$ cat config.mk
export PLATFORM = sky130hd
export DESIGN_NAME = rs_issue
export DESIGN_NICKNAME = d
export VERILOG_FILES = /design/src/rtl/rs_issue.sv
export SDC_FILE = /design/constraint.sdc
export NUM_CORES = 1
export LEC_CHECK = 0
export ABC_AREA = 1
export BUFFER_PORTS_ARGS = -buffer_cell sky130_fd_sc_hd__buf_2
export CORE_ASPECT_RATIO = 0.5
export CORE_MARGIN = 3
export CORE_UTILIZATION = 56
export DETAILED_ROUTE_END_ITERATION = 10
export GPL_ROUTABILITY_DRIVEN = 0
export PLACE_DENSITY = 0.88
export SLEW_MARGIN = 20
export SYNTH_ARGS = -nofsm -noshare
export SYNTH_HDL_FRONTEND = slang
export SYNTH_SLANG_ARGS = --single-unit
$ cat constraint.sdc
create_clock -name clk -period 3.07 [get_ports clk]
set_input_delay 0.4605 -clock clk [delete_from_list [all_inputs] [get_ports clk]]
set_output_delay 0.4605 -clock clk [all_outputs]
set_load 0.1 [all_outputs]
$ cat src/rtl/rs_issue.sv
// -----------------------------------------------------------------------------
// rs_issue
// Single-entry issue stage that sits between a reservation station (RS) and
// one functional unit (FU). It takes the RS head entry into a hold register,
// waits until both source operands are resolved by common data bus (CDB)
// broadcasts, then presents the entry to the FU until it is accepted. A branch
// mispredict flushes the held entry (and blocks a capture) when its tag is at
// or above the flush threshold.
//
// Ports
//   clk           system clock, all state updates on the rising edge
//   rst           synchronous active-high reset
//   head_valid    RS not empty, head_element meaningful
//   head_element  RS head entry (tag 142:111, flag_a 104, data_a 103:72,
//                 flag_b 71, data_b 70:39)
//   pop           one-cycle request to advance the RS read pointer
//   cdb_valid     CDB broadcast valid
//   cdb_tag       producer tag on the CDB
//   cdb_data      result value on the CDB
//   branch        mispredict flush, sampled each cycle
//   branch_tag    flush threshold (kill when entry tag >= branch_tag)
//   fu_valid      issued entry valid to the FU
//   fu_ready      FU accepts the entry
//   fu_entry      held entry with resolved operands
//   busy          state is not IDLE
//   issue_count   completed FU handshakes, wraps modulo 2^16
// -----------------------------------------------------------------------------
module rs_issue #(
    parameter int DATA_WIDTH = 144,
    parameter int TAG_WIDTH  = 32
) (
    input  logic                  clk,
    input  logic                  rst,
    input  logic                  head_valid,
    input  logic [DATA_WIDTH-1:0] head_element,
    output logic                  pop,
    input  logic                  cdb_valid,
    input  logic [TAG_WIDTH-1:0]  cdb_tag,
    input  logic [31:0]           cdb_data,
    input  logic                  branch,
    input  logic [TAG_WIDTH-1:0]  branch_tag,
    output logic                  fu_valid,
    input  logic                  fu_ready,
    output logic [DATA_WIDTH-1:0] fu_entry,
    output logic                  busy,
    output logic [15:0]           issue_count
);

    // Entry field positions
    localparam int TAG_HI = 142;
    localparam int TAG_LO = 111;
    localparam int FA_BIT = 104;
    localparam int DA_HI  = 103;
    localparam int DA_LO  = 72;
    localparam int FB_BIT = 71;
    localparam int DB_HI  = 70;
    localparam int DB_LO  = 39;

    typedef enum logic [1:0] {
        ST_IDLE  = 2'd0,
        ST_WAIT  = 2'd1,
        ST_ISSUE = 2'd2
    } state_t;

    // An operand still waiting (flag=0) carries its producer tag in the data
    // field; a matching broadcast replaces it with the value and sets the flag.
    // Both operands are checked independently so one broadcast can wake both.
    function automatic logic [DATA_WIDTH-1:0] cdb_resolve(
        input logic [DATA_WIDTH-1:0] entry,
        input logic                  bus_valid,
        input logic [TAG_WIDTH-1:0]  bus_tag,
        input logic [31:0]           bus_data
    );
        logic [DATA_WIDTH-1:0] res;
        logic                  hit_a;
        logic                  hit_b;
        res   = entry;
        hit_a = bus_valid && !entry[FA_BIT] && (entry[DA_HI:DA_LO] == 32'(bus_tag));
        hit_b = bus_valid && !entry[FB_BIT] && (entry[DB_HI:DB_LO] == 32'(bus_tag));
        res[FA_BIT]      = hit_a ? 1'b1     : entry[FA_BIT];
        res[DA_HI:DA_LO] = hit_a ? bus_data : entry[DA_HI:DA_LO];
        res[FB_BIT]      = hit_b ? 1'b1     : entry[FB_BIT];
        res[DB_HI:DB_LO] = hit_b ? bus_data : entry[DB_HI:DB_LO];
        return res;
    endfunction

    state_t                r_state;
    logic [DATA_WIDTH-1:0] r_hold;
    logic                  r_pop;
    logic                  r_fu_valid;
    logic                  r_busy;
    logic [15:0]           r_issue_count;

    state_t                w_state_nxt;
    logic [DATA_WIDTH-1:0] w_hold_nxt;
    logic                  w_pop_nxt;
    logic [15:0]           w_count_nxt;

    logic [DATA_WIDTH-1:0] w_head_fwd;
    logic [DATA_WIDTH-1:0] w_hold_snoop;
    logic [TAG_WIDTH-1:0]  w_head_tag;
    logic [TAG_WIDTH-1:0]  w_hold_tag;
    logic                  w_head_kill;
    logic                  w_hold_kill;
    logic                  w_handshake;

    assign w_head_fwd   = cdb_resolve(head_element, cdb_valid, cdb_tag, cdb_data);
    assign w_hold_snoop = cdb_resolve(r_hold, cdb_valid, cdb_tag, cdb_data);
    assign w_head_tag   = TAG_WIDTH'(head_element[TAG_HI:TAG_LO]);
    assign w_hold_tag   = TAG_WIDTH'(r_hold[TAG_HI:TAG_LO]);
    assign w_head_kill  = branch && (w_head_tag >= branch_tag);
    assign w_hold_kill  = branch && (w_hold_tag >= branch_tag);
    assign w_handshake  = r_fu_valid && fu_ready;

    // Next-state logic; priority is kill, then handshake, then capture, then snoop
    always_comb begin
        w_state_nxt = r_state;
        w_hold_nxt  = r_hold;
        w_pop_nxt   = 1'b0;
        w_count_nxt = r_issue_count;
        case (r_state)
            ST_IDLE: begin
                // Any branch in IDLE suppresses the capture
                if (head_valid && !branch) begin
                    w_hold_nxt  = w_head_fwd;
                    w_state_nxt = ST_WAIT;
                    w_pop_nxt   = 1'b1;
                end else begin
                    w_state_nxt = ST_IDLE;
                end
            end
            ST_WAIT: begin
                if (w_hold_kill) begin
                    w_state_nxt = ST_IDLE;
                end else begin
                    w_hold_nxt = w_hold_snoop;
                    // Readiness uses the post-snoop flags so a resolving
                    // broadcast and the move to ISSUE share one edge
                    if (w_hold_snoop[FA_BIT] && w_hold_snoop[FB_BIT]) begin
                        w_state_nxt = ST_ISSUE;
                    end else begin
                        w_state_nxt = ST_WAIT;
                    end
                end
            end
            ST_ISSUE: begin
                if (w_hold_kill) begin
                    w_state_nxt = ST_IDLE;
                end else if (w_handshake) begin
                    w_count_nxt = r_issue_count + 16'd1;
                    if (head_valid && !w_head_kill) begin
                        w_hold_nxt  = w_head_fwd;
                        w_state_nxt = ST_WAIT;
                        w_pop_nxt   = 1'b1;
                    end else begin
                        w_state_nxt = ST_IDLE;
                    end
                end else begin
                    w_state_nxt = ST_ISSUE;
                end
            end
            default: begin
                w_state_nxt = ST_IDLE;
            end
        endcase
    end

    // State, hold register and registered outputs
    always_ff @(posedge clk) begin
        if (rst) begin
            r_state       <= ST_IDLE;
            r_hold        <= {DATA_WIDTH{1'b0}};
            r_pop         <= 1'b0;
            r_fu_valid    <= 1'b0;
            r_busy        <= 1'b0;
            r_issue_count <= 16'd0;
        end else begin
            r_state       <= w_state_nxt;
            r_hold        <= w_hold_nxt;
            r_pop         <= w_pop_nxt;
            r_fu_valid    <= (w_state_nxt == ST_ISSUE);
            r_busy        <= (w_state_nxt != ST_IDLE);
            r_issue_count <= w_count_nxt;
        end
    end

    assign pop         = r_pop;
    assign fu_valid    = r_fu_valid;
    assign fu_entry    = r_hold;
    assign busy        = r_busy;
    assign issue_count = r_issue_count;

endmodule

After elaboration in Yosys (flattened, before gate mapping):

Index checks and enable logic that the tools add are counted.

* flip-flop bits (word level): 165
* bits in latches: 0
* bits in writable memories: 0
* bits in read-only memories: 0
* bits of input ports: 246
* output and inout bits: 163
* logic and storage cells: 83
* memories: 0

* add/subtract/negate cells: 1
* $mul: 0
* divide/modulo/power cells: 0
* $lt $le $gt $ge: 2
* equality and inequality tests: 14
* shifts and indexed selects: 0
* mux-type cells: 26
* bitwise gates (word level): 2
* reductions and logical operators: 29

Operators by type and width (number)
* $mux 144: 4
* $pmux 144 s3: 1
* $eq 32x32->1: 4
* $mux 32: 4
* $mux 105: 1
* $ge 32x32->1: 2
* $add 16x1->16 const B: 1
* $logic_and 1x1->1: 14
* $ne 2x2->1 const B: 7
* $reduce_and 7->1: 2
* $reduce_and 6->1: 2
* $mux 1: 10
* $mux 2: 4
* $logic_not 1->1: 6
* $pmux 2 s3: 1
* $eq 2x2->1 const B: 2
* $reduce_bool 2->1: 2
* $reduce_and 3->1: 1
* $reduce_bool 3->1: 1
* $eq 2x1->1 const B: 1
* $logic_not 2->1: 1
* $not 1->1: 2
* $pmux 1 s2: 1

Logic depth before layout (Yosys ltp):

Gate-level depths: netlist (run 1).

* depth after elaboration: 9
* mapped depth: 21

Worst setup path before layout (run 1):

Ideal clock, no wire load.

* kind: register to register
* start: register r_hold[118] (netlist: fu_entry[118])
* end: register r_hold[112] (netlist: fu_entry[112])
* library setup time: 0.065 ns
* data arrival time: 2.703 ns
* data required time: 3.005 ns
* setup slack: 0.302 ns
* cell stages (with the launch flop): 19
* buffers on the path: 2
* cell sequence: dfxtp_1 ha_1 nand2_1 inv_1 nand2_1 nand2_1 nor2_1 nand2_1 nand2_1 nand2_1 nand2_1 nand2_2 nand3_1 nand2_2 nor2_4 buf_6 buf_2 nor2_1 nor2_1

* longest elaborated chain between the ends: 4

RTL lines
* start, declared: line 88 `logic [DATA_WIDTH-1:0] r_hold;`
* start signal, assigned: line 172 `r_hold <= {DATA_WIDTH{1'b0}};`
* start signal, assigned: line 179 `r_hold <= w_hold_nxt;`
* $ge 32x32->1: line 112 `assign w_hold_kill = branch && (w_hold_tag >= branch_tag);`
* $logic_and 1x1->1: line 112
* $ne 2x2->1 (no source line)
* $reduce_and 6->1 (no source line)

Every way passes these cells.
A chain may end at the register's enable or synchronous reset.

Final worst setup path (run 1):

* start: register r_hold[118] (netlist: fu_entry[118])
* end: register r_hold[9] (netlist: fu_entry[9])

Same word-level chain as after synthesis.

==> results of run 1 <==
registers in the layout, indices dropped and copies added, names as in the netlist:
name and flops:
fu_entry 144, issue_count 16, r_state 2, busy 1
fu_valid 1, pop 1
layer usage:
metal	global-route usage [%]	wire, um	vias to the layer above
met5	0	0	-
met4	12.65	1289	0
met3	7.884	3456	118
met2	55.84	18160	642
met1	39.31	15390	6032
li1	-	-	6819
area by class of cell:
type / count / area [um2]
Antenna cell: 5 / 12.51
Inverter: 214 / 808.3
Multi-Input combinational cell: 1511 / 7088
Clock buffer: 21 / 460.4
Tap cell: 266 / 332.8
Clock inverter: 11 / 117.6
Fill cell: 1744 / 5549
Timing Repair Buffer: 431 / 2327
Sequential cell: 165 / 3303
stage by stage:
step	hold WS [ns]	cells	utilization (%)	setup WS (ns)	power (mW)
5_1_grt	0.3187	2622	72.23	0.2452	10.85
3_3_place_gp	0.4569	2587	69.30	0.3737	8.099
2_1_floorplan	0.5296	1981	-	0.3015	7.156
4_1_cts	0.3106	2619	72.19	0.5382	10.30
6_report	0.3277	2624	72.25	0.5580	10.32
3_5_place_dp	0.4661	2587	69.30	0.2619	8.174
power breakdown:
| part | switching (mW) | internal [mW] |
|---|---|---|
| registers | 0.307 | 2.50 |
| clock network | 0.964 | 1.18 |
| logic | 4.18 | 1.19 |
| total | 5.46 | 4.86 |
cells in the final DEF (no fill, tap or decap), types with 3 or more instances in the layout:
master / Yosys / layout
nand2_1: 684 / 684
nor2_1: 380 / 380
inv_1: 207 / 206
nand3_2: 3 / 3
a21oi_1: 46 / 46
inv_2: 4 / 4
xor2_1: 23 / 23
o21ai_0: 30 / 30
nand2_2: 6 / 6
nand4_1: 28 / 28
o21ai_1: 5 / 5
buf_2: 25 / 408
nor2_4: 4 / 4
dfxtp_1: 165 / 165
xnor2_1: 36 / 36
nor3_1: 15 / 15
clkbuf_16: 0 / 17
or2_2: 9 / 9
diode_2: 0 / 5
o21a_1: 3 / 3
buf_4: 9 / 14
clkinv_4: 0 / 5
nand3_1: 154 / 154
ha_1: 65 / 65
o22ai_1: 8 / 8
buf_12: 0 / 9
synth_stat cells (5+ instances only):
library cell | count | area share, %
o21ai_1 | 5 | 0.21
o22ai_1 | 8 | 0.43
nand2_2 | 6 | 0.32
buf_1 | 12 | 0.38
nor2_1 | 380 | 12
xor2_1 | 23 | 1.7
nand3_1 | 154 | 6.6
a21oi_1 | 46 | 2.0
nor3_1 | 15 | 0.64
nand4_1 | 28 | 1.5
clkbuf_1 | 26 | 0.83
buf_6 | 17 | 1.6
or2_2 | 9 | 0.48
dfxtp_1 | 165 | 28
nand2_1 | 684 | 22
xnor2_1 | 36 | 2.7
inv_1 | 207 | 6.6
buf_2 | 25 | 1.1
buf_4 | 9 | 0.58
ha_1 | 65 | 6.9
o21ai_0 | 30 | 1.3
worst max-delay path: cells and delay by family, from the launching register on:
family / cells / cell delay [ns]
buffers and inverters: 2 / 0.31
and+or+nand+nor: 15 / 1.46
DFF: 1 / 0.34
adders and majority gates: 1 / 0.30
cell families (layout without fill, tap and decap cells):
group	count (synthesis)	in the layout	share of synthesized area, %
compound gates	100	100	4.625
other cells	0	5	0
buf+inv	305	677	11.50
xor+xnor	59	59	4.401
fa+ha+maj	65	65	6.927
simple gates	1287	1287	44.42
flops	165	165	28.13
path summary, 6_finish.rpt:
check                                            endpoint  slack [ns]  depth (start not counted)
worst max-delay path             fu_entry[9]$_SDFFE_PP0P_        0.56                         18
worst max register to register   fu_entry[9]$_SDFFE_PP0P_        0.56                         18
worst min register to register   fu_entry[4]$_SDFFE_PP0P_        0.48                          2
worst min-delay path            fu_entry[11]$_SDFFE_PP0P_        0.33                          5
==> summary.txt, run 1 <==
Yosys
  • Prevailing post-synth register cell: dfxtp_1
  • Syn Inst Count: 1981
  • Post-synthesis net count: between 2k and 2.5k
  • Number of synthesized flops with an enable pin: 0
  • Syn Area/Cell: just under 6 um2
  • Synthesized flop and latch total: about 170
  • Ys Warns: 0
  • Sequential area share after synthesis: about 28%
  • Post-synth cell types: 37
  • Ys async rst share: 0%
  • Post-Syn Area: about 12000 um2

STA
  • Setup-failing EPs final: 0
  • RSZ-0062 raised after global routing: no
  • Final Max Tran Viols: 0
  • Slew @ Worst Pin: approximately 0.85 ns
  • FMAX: 398.1 MHz
  • Setup TNS: 0 ns
  • Relative max-transition margin: about 44%
  • Minimum clock period: 2.512 ns
  • Period utilisation layout: 81.82%
  • Clock skew: ~0.0087 ns
  • Final hold violations: 0

Routing
  • Iter 0 DRT Violations: around 1.4k
  • Final WL: between 30000 and 40000 um
  • Detailed Routing Iterations Pass 1: 6
  • Avg WL per Cell: approximately 15 um
  • Drt drc: 0
  • Vias per inst: about 5.2
  • ANT nets after route: 0
  • Via count: between 10k and 15k

Floorplan
  • FP Rows: 36
  • Core ar.: approximately 20000 um2
  • Die Wd: roughly 210 um
  • Die Y: ~110 um
  • Num ports: roughly 400
  • Initial Util: 58.71%
  • Die ar.: 22850 um2

Place
  • Placed instance area: roughly 14000 um2
  • Port Buffers: a little over 400
  • HPWL after DPL: 28810 um

Finish
  • Post-layout instance area: 14450 um2
  • Final #Nets: 2651
  • Share of cells above drive strength 1: about a fifth
  • Synthesis-to-layout area growth: 23.07%

CTS
  • Maximum clock insertion buffer count: 2
  • Clk root buf: clkbuf_16
  • CTS resizes: 0
  • Clock transition at path regs: around 0.07 ns
  • Clock sinks: 165
  • Htree depth: 4
  • Post-CTS Setup Bufs: 0
  • CTS tree: yes
  • Clock Latency Late Sink: 0.44 ns
  • CTS Buf Count: 17
  • Hold Buf Count CTS: 0

Global route
  • Total gr overflow: 0
  • Vias in the first global route: around 12k
  • Largest net degree at the start of global routing: 79
  • GRT Resource Usage Total: 32.34%
  • Antenna violations before repair: 3
  • First-pass GRT wire length: between 50000 and 60000 um

Setup path
  • Slowest cell delay on critical path: 0.38 ns
  • Worst-path fanout max: 42
  • Setup crit end kind: flip-flop
  • Cell Chain, Critical Path: ha_1 > nand2_1 > inv_1 > nand2_1 > nand2_1 > nor2_1 > nand2_1 > nand2_1 > nand2_1 > nand2_1 > nand2_2 > nand3_1 > nand2_2 > nor2_4 > buf_12 > nand2_1 > nand2_1 > nor2_1
  • Required @ worst endpoint: 3.41 ns
  • Crit path DAT: around 2.9 ns
  • Crit path kind: flip-flop to flip-flop
  • Critical path's most frequent cell: nand2_1
  • Slowest CP cell: nor2_4
  • Reg2reg start: fu_entry[118]$_SDFFE_PP0P_
  • Crit start category: flip-flop
  • Worst Setup SP: fu_entry[118]$_SDFFE_PP0P_

Pwr
  • Leak: about 8.3 nW
  • Pwr dens: approximately 700 nW/um2
  • Worst VDD drop: about 0.63 mV

Job
  • Number of max-cap violations: 0

Status
  • Outcome: complete, no violations

Hold path
  • Worst Min Path Start: head_element[11]
  • Hold Path Class: primary input to flip-flop
(Power assumes the default switching activity.)
==> run 2: changes to the inputs <==
--- a/config.mk
+++ b/config.mk
@@ -9,10 +9,10 @@
 export BUFFER_PORTS_ARGS = -buffer_cell sky130_fd_sc_hd__buf_2
 export CORE_ASPECT_RATIO = 0.5
 export CORE_MARGIN = 3
-export CORE_UTILIZATION = 56
+export CORE_UTILIZATION = 47
 export DETAILED_ROUTE_END_ITERATION = 10
 export GPL_ROUTABILITY_DRIVEN = 0
-export PLACE_DENSITY = 0.88
+export PLACE_DENSITY = 0.79
 export SLEW_MARGIN = 20
 export SYNTH_ARGS = -nofsm -noshare
 export SYNTH_HDL_FRONTEND = slang
==> constraint.sdc (replaced) <==
create_clock -name clk -period 2.3 [get_ports clk]
set_input_delay 0.345 -clock clk [delete_from_list [all_inputs] [get_ports clk]]
set_output_delay 0.345 -clock clk [all_outputs]
set_load 0.1 [all_outputs]
==> run 2 against run 1 <==
Flip-flop and latch count stayed put. Register-to-register slack worse by 0.54 ns. Power is 38% higher. Maximum frequency is 10% higher. Clock power is 27% higher. Final cell count is 4.6% higher. Setup slack worse by 0.54 ns. Via count is 1.3% higher. Clock-buffer cell count is 2 lower. Wire length is 8.5% higher.
==> summary.txt, run 2 (same netlist as run 1, synthesis figures left out) <==
Status
  • Outcome: complete, no violations

Floorplan
  • Die Y: around 120 um
  • Core ar.: ~24000 um2
  • Die Wd: approximately 230 um
  • Num ports: approximately 400
  • Die ar.: 27030 um2
  • FP Rows: 40
  • Initial Util: just under 50%

STA
  • Final hold violations: 0
  • Clock skew: 0.008834 ns
  • Final Max Tran Viols: 0
  • FMAX: 438.1 MHz
  • Period utilisation layout: ~99%
  • Setup-failing EPs final: 0
  • Relative max-transition margin: between 60% and 70%
  • Slew @ Worst Pin: roughly 0.57 ns
  • RSZ-0062 raised after global routing: yes
  • Minimum clock period: roughly 2.3 ns

Hold path
  • Worst Min Path Start: head_element[12]
  • Hold Path Class: primary input to flip-flop
  • Hold EP: fu_entry[12]$_SDFFE_PP0P_
  • Hold Crit Depth: 5

CTS
  • Clock sinks: between 150 and 200
  • Clock transition at path regs: approximately 0.07 ns
  • Htree depth: 4
  • Clock Latency Late Sink: 0.45 ns
  • Clk root buf: clkbuf_16
  • Maximum clock insertion buffer count: 2
  • CTS tree: yes
  • CTS Buf Count: 17

Finish
  • Number of filler cells placed in the layout: 2210
  • Post-Layout Cell Count: 2744
  • Most frequent cells in the layout: nand2_1, buf_2, nor2_1
  • Multi-input logic area: about 7500 um2
  • Final #Nets: roughly 2.7k
  • Flip-flop and latch area: around 3400 um2
  • Share of cells above drive strength 1: 27.83%
  • Synthesis-to-layout area growth: 34.55%
  • Max reg flops: around 140
  • Most common cell after layout, fill and taps aside: nand2_1
  • Final Util: about two thirds

Setup path
  • Crit path DAT: about 2.6 ns
  • R2r setup slk: around 0.017 ns
  • R2r worst-path depth: 17
  • Buf+Inv Stages, Crit Path: 2
  • Required @ worst endpoint: approximately 2.6 ns
  • Crit start category: flip-flop
  • Crit path kind: flip-flop to flip-flop
  • CP delay by family, top: simple AND/OR/NAND/NOR gates
  • Reg2reg start: fu_entry[118]$_SDFFE_PP0P_
  • Critical path's most frequent cell: nand2_1
  • Setup crit end kind: flip-flop
  • Slowest CP cell: dfxtp_4
  • Worst-path fanout max: 7
  • R2R Path End: fu_entry[40]$_SDFFE_PP0P_
  • Cell Chain, Critical Path: ha_4 > a21oi_1 > nand2_1 > nor2_1 > nand2_1 > nand2_1 > nand2_2 > nand2_2 > nand2_4 > nand3_4 > nand2_4 > nor2_4 > buf_12 > clkbuf_16 > nand3_1 > nand2_1 > nor2_1
  • Slowest cell delay on critical path: roughly 0.36 ns

Routing
  • Iter 0 DRT Violations: ~1.3k
  • Via count: 13.79k
  • Vias per inst: approximately 5.0
  • ANT nets after route: 0
  • Drt drc: 0
  • Avg WL per Cell: around 15 um
  • Final WL: 41550 um
  • Detailed Routing Iterations Pass 1: 7

Global route
  • Busiest layer in global routing: met2
  • GR Util met1: 35.63%
  • Routing usage on met3: under 10%
  • Largest net degree at the start of global routing: 56
  • First-pass GRT wire length: around 64000 um
  • Total gr overflow: 0
  • GRT Resource Usage Total: between 20% and 30%
  • Antenna violations before repair: 7
  • Vias in the first global route: 12.75k
  • Met2 Usage GRT: about 49%

Pwr
  • Worst VDD drop: between 0.6 and 0.7 mV
  • Leak: 8.749 nW
  • Pwr dens: approximately 900 nW/um2

Place
  • Port Buffers: just over 400
  • HPWL after DPL: ~30000 um
  • Placed Cells: 2694

Job
  • Number of max-cap violations: 0
==> run 2: cell types whose count changed in the layout (fill, tap and decap cells not counted), sizes merged <==
| cell | before | now |
|---|---|---|
| buf | 431 | 476 |
| clkbuf | 21 | 26 |
| inv | 215 | 219 |
| clkinv | 7 | 5 |
| bufinv | 1 | 0 |
| diode | 5 | 4 |
==> run 2: layout make-up <==
type	instances	share of cell area, %
inverter	214	5.132
antenna	4	0.06336
sequential	165	21.76
multi-input combinational	1511	47.47
timing repair buffer	483	19.51
clock buffer	19	2.804
clock inverter	12	0.6099
tap	336	2.661
==> run 2: tightest hold or removal path: cells and delay by family <==
kind          cells  cell delay [ns]
simple gates      4             0.17
buf+inv           1             0.10
==> run 2: worst max path at each step <==
stage / startpoint / endpoint / slack (ns) / cells past startpoint
after floorplan: fu_entry[72]$_SDFFE_PP0P_ / fu_entry[91]$_SDFFE_PP0P_ / 0.003 / 14
after detailed placement: branch_tag[15] / fu_entry[17]$_SDFFE_PP0P_ / -0.21 / 19
after global routing: fu_entry[118]$_SDFFE_PP0P_ / fu_entry[39]$_SDFFE_PP0P_ / -0.15 / 17
final: fu_entry[118]$_SDFFE_PP0P_ / fu_entry[40]$_SDFFE_PP0P_ / 0.02 / 17
after global placement: branch_tag[15] / fu_entry[92]$_SDFFE_PP0P_ / -0.14 / 18
after CTS: fu_entry[118]$_SDFFE_PP0P_ / fu_entry[103]$_SDFFE_PP0P_ / 0.03 / 18
==> run 2: timing repair <==
action,CTS,global route
endpoints found under the setup margin,19,147
setup buffers,1,5
hold endpoints to repair,0,0
resized for setup,1,95
hold buffers,0,0
pin swaps,0,23
cloned,0,9
==> run 2: stage by stage <==
stage,power [mW],TNS (ns),area [um2],worst slack [ns],hold WS [ns]
final,14.28,0,15800,0.01721,0.2011
after global routing,15.03,-15.35,15800,-0.1531,0.2096
after CTS,13.96,0,15060,0.03435,0.1834
after detailed placement,11.21,-23.24,14510,-0.2143,0.4652
after global placement,11.11,-16.15,14510,-0.1387,0.4575
after floorplan,9.612,0,11880,0.003017,0.4141
==> run 2: layer usage <==
layer | up-vias | wire length [um]
met3 | 116 | 3135
li1 | 6916 | -
met5 | - | 35
met4 | 6 | 1406
met2 | 588 | 19780
met1 | 6160 | 17200
==> run 2: power by group <==
part           internal [mW]  switching [mW]
sequential              3.38           0.422
clock                   1.43            1.30
combinational           1.95            5.80
total                   6.76            7.52
==> run 3: changes to the inputs <==
--- a/config.mk
+++ b/config.mk
@@ -12,6 +12,7 @@
 export CORE_UTILIZATION = 47
 export DETAILED_ROUTE_END_ITERATION = 10
 export GPL_ROUTABILITY_DRIVEN = 0
+export GPL_TIMING_DRIVEN = 0
 export PLACE_DENSITY = 0.79
 export SLEW_MARGIN = 20
 export SYNTH_ARGS = -nofsm -noshare
==> constraint.sdc (replaced) <==
create_clock -name clk -period 2.1 [get_ports clk]
set_input_delay 0.315 -clock clk [delete_from_list [all_inputs] [get_ports clk]]
set_output_delay 0.315 -clock clk [all_outputs]
set_load 0.1 [all_outputs]
==> run 3 against run 2 <==
The flow now finishes with violations (setup timing). Clock-buffer cell count unchanged. Combinational power is 12% higher. Die area unchanged. Final cell count up 1.7%. Register-to-register slack got worse by 0.25 ns. Via count is 2.2% higher. Final area grew 1.5%. Core utilization up 0.96 points. Wire length increased by 6.0%. Flip-flop and latch count did not move. Setup slack lost 0.25 ns. Largest cell class unchanged. Highest routed layer unchanged.
==> summary.txt, run 3 (same netlist as run 1, synthesis figures left out) <==
CTS
  • Clock transition at path regs: around 0.07 ns
  • CTS tree: yes
  • Clock sinks: ~170
  • Clk root buf: clkbuf_16
  • Clock Latency Late Sink: about 0.45 ns
  • CTS Buf Count: 17
  • Maximum clock insertion buffer count: 2
  • Hold Buf Count CTS: 0
  • Htree depth: 4

Routing
  • Detailed Routing Iterations Pass 1: 8
  • Vias per inst: ~5.0
  • Final WL: 44060 um
  • Avg WL per Cell: roughly 16 um
  • Iter 0 DRT Violations: roughly 1.3k
  • Via count: ~14k
  • ANT nets after route: 0
  • Drt drc: 0

STA
  • RSZ-0062 raised after global routing: yes
  • Clock skew: 0.006032 ns
  • Worst setup margin: -0.2311 ns
  • Minimum clock period: approximately 2.3 ns
  • Relative max-transition margin: 48.43%
  • FMAX: approximately 430 MHz
  • Slew @ Worst Pin: 0.7735 ns
  • Period utilisation layout: 111.0%
  • Setup TNS: -24.85 ns
  • Final hold violations: 0
  • Final Max Tran Viols: 0
  • Setup-failing EPs final: between 150 and 200

Hold path
  • Hold Path Class: primary input to flip-flop
  • Worst Min Path Start: rst

Setup path
  • Required @ worst endpoint: approximately 2.4 ns
  • Worst Setup SP: fu_entry[111]$_SDFFE_PP0P_
  • Crit path DAT: approximately 2.7 ns
  • Crit path kind: flip-flop to flip-flop
  • Setup crit end kind: flip-flop
  • Reg2reg start: fu_entry[111]$_SDFFE_PP0P_
  • Worst-path fanout max: 10
  • Crit start category: flip-flop

Finish
  • Number of filler cells placed in the layout: 2236
  • Synthesis-to-layout area growth: 36.54%
  • Max reg flops: 144
  • Most common cell after layout, fill and taps aside: nand2_1
  • Final #Nets: about 2.7k
  • Share of cells above drive strength 1: between 20% and 30%
  • Most frequent cells in the layout: nand2_1, buf_2, nor2_1
  • Final Util: 66.05%
  • Post-layout instance area: between 15000 and 20000 um2

Global route
  • Met2 Usage GRT: between 50% and 60%
  • First-pass GRT wire length: slightly below 70000 um
  • Routing usage on met3: 5.803%
  • Vias in the first global route: 12.80k
  • GRT Resource Usage Total: approximately 30%
  • Antenna violations before repair: 13
  • Busiest layer in global routing: met2
  • GR Util met1: 39.09%
  • Largest net degree at the start of global routing: 17
  • Total gr overflow: 0

Pwr
  • Leak: ~8.7 nW
  • Pwr dens: roughly 1000 nW/um2
  • Worst VDD drop: 0.7738 mV

Place
  • HPWL after DPL: ~33000 um
  • Placed instance area: roughly 15000 um2
  • Port Buffers: 400

Job
  • Number of max-cap violations: 0

Floorplan
  • Die Y: 117.8 um
  • Core ar.: between 20000 and 25000 um2
  • Num ports: between 400 and 500
  • Die ar.: between 20000 and 30000 um2
  • Die Wd: between 200 and 250 um
  • FP Rows: 40
  • Initial Util: 48.37%

Status
  • Outcome: finished, violations left
  • Failing checks: setup timing
## run 3: area by class of cell
cell class / count / area (um2) / share of cell area [%]
diodes: 12 / 30.03 / 0.1873
plain buffers: 91 / 737.0 / 4.597
clock buffers: 19 / 442.9 / 2.763
clock inverters: 12 / 130.1 / 0.8117
inverters: 214 / 805.8 / 5.026
multi-input cells: 1512 / 7552 / 47.11
flip-flops and latches: 165 / 3505 / 21.86
well taps: 336 / 420.4 / 2.622
repair buffers: 430 / 2409 / 15.02
## run 3: what timing repair did
item,in CTS,in global routing
pin swaps,5,18
cloned,10,4
resized for setup,80,60
setup endpoints to repair,156,162
hold endpoints to repair,0,0
buffers inserted,12,6
## run 3: path summary, 6_finish.rpt
path | to | slack (ns) | cells after the start
hold reg to reg | fu_entry[8]$_SDFFE_PP0P_ | 0.48 | 2
setup reg to reg | fu_entry[30]$_SDFFE_PP0P_ | -0.23 | 18
setup / recovery | fu_entry[30]$_SDFFE_PP0P_ | -0.23 | 18
hold / removal | issue_count[5]$_SDFFE_PP0P_ | 0.1 | 2
## run 3: critical path, stage by stage, from the launching register on
cell     delay [ns]
dfxtp_4        0.34
inv_1          0.04
ha_1           0.27
nand4_1        0.12
nor2_2         0.14
nor2_1         0.05
nand2_1        0.07
nand2_1        0.06
nand2_2        0.09
nand2_2        0.06
nand2_4        0.10
nand3_4        0.09
nand2_4        0.13
nor2_4         0.05
buf_12         0.13
buf_16         0.15
buf_8          0.15
nor2_1         0.12
nor2_1         0.06
## run 3: stage by stage
| step | setup WS [ns] | power (mW) | hold WS (ns) | std cells |
|---|---|---|---|---|
| after floorplan | -0.02503 | 10.64 | 0.3841 | 1981 |
| after global routing | -0.4117 | 16.88 | 0.09865 | 2791 |
| after detailed placement | -0.5066 | 12.32 | 0.4641 | 2717 |
| after CTS | -0.1478 | 15.80 | 0.08252 | 2770 |
| after global placement | -0.5059 | 12.23 | 0.4569 | 2717 |
| final | -0.2311 | 16.08 | 0.09952 | 2791 |
## run 3: routing by layer
layer | wire length, um | vias to the layer above | part of all wire, %
met3 | 3408 | 131 | 7.7
met5 | 13 | - | 0.030
met4 | 1944 | 2 | 4.4
met1 | 18110 | 6280 | 41
met2 | 20580 | 649 | 47
li1 | - | 7028 | -
## run 3: power by group
group	switching (mW)	leakage (nW)	internal [mW]	total [mW]
Clock	1.37	0.276	1.77	3.14
Sequential	0.513	1.40	3.75	4.26
Combinational	6.43	7.06	2.24	8.67
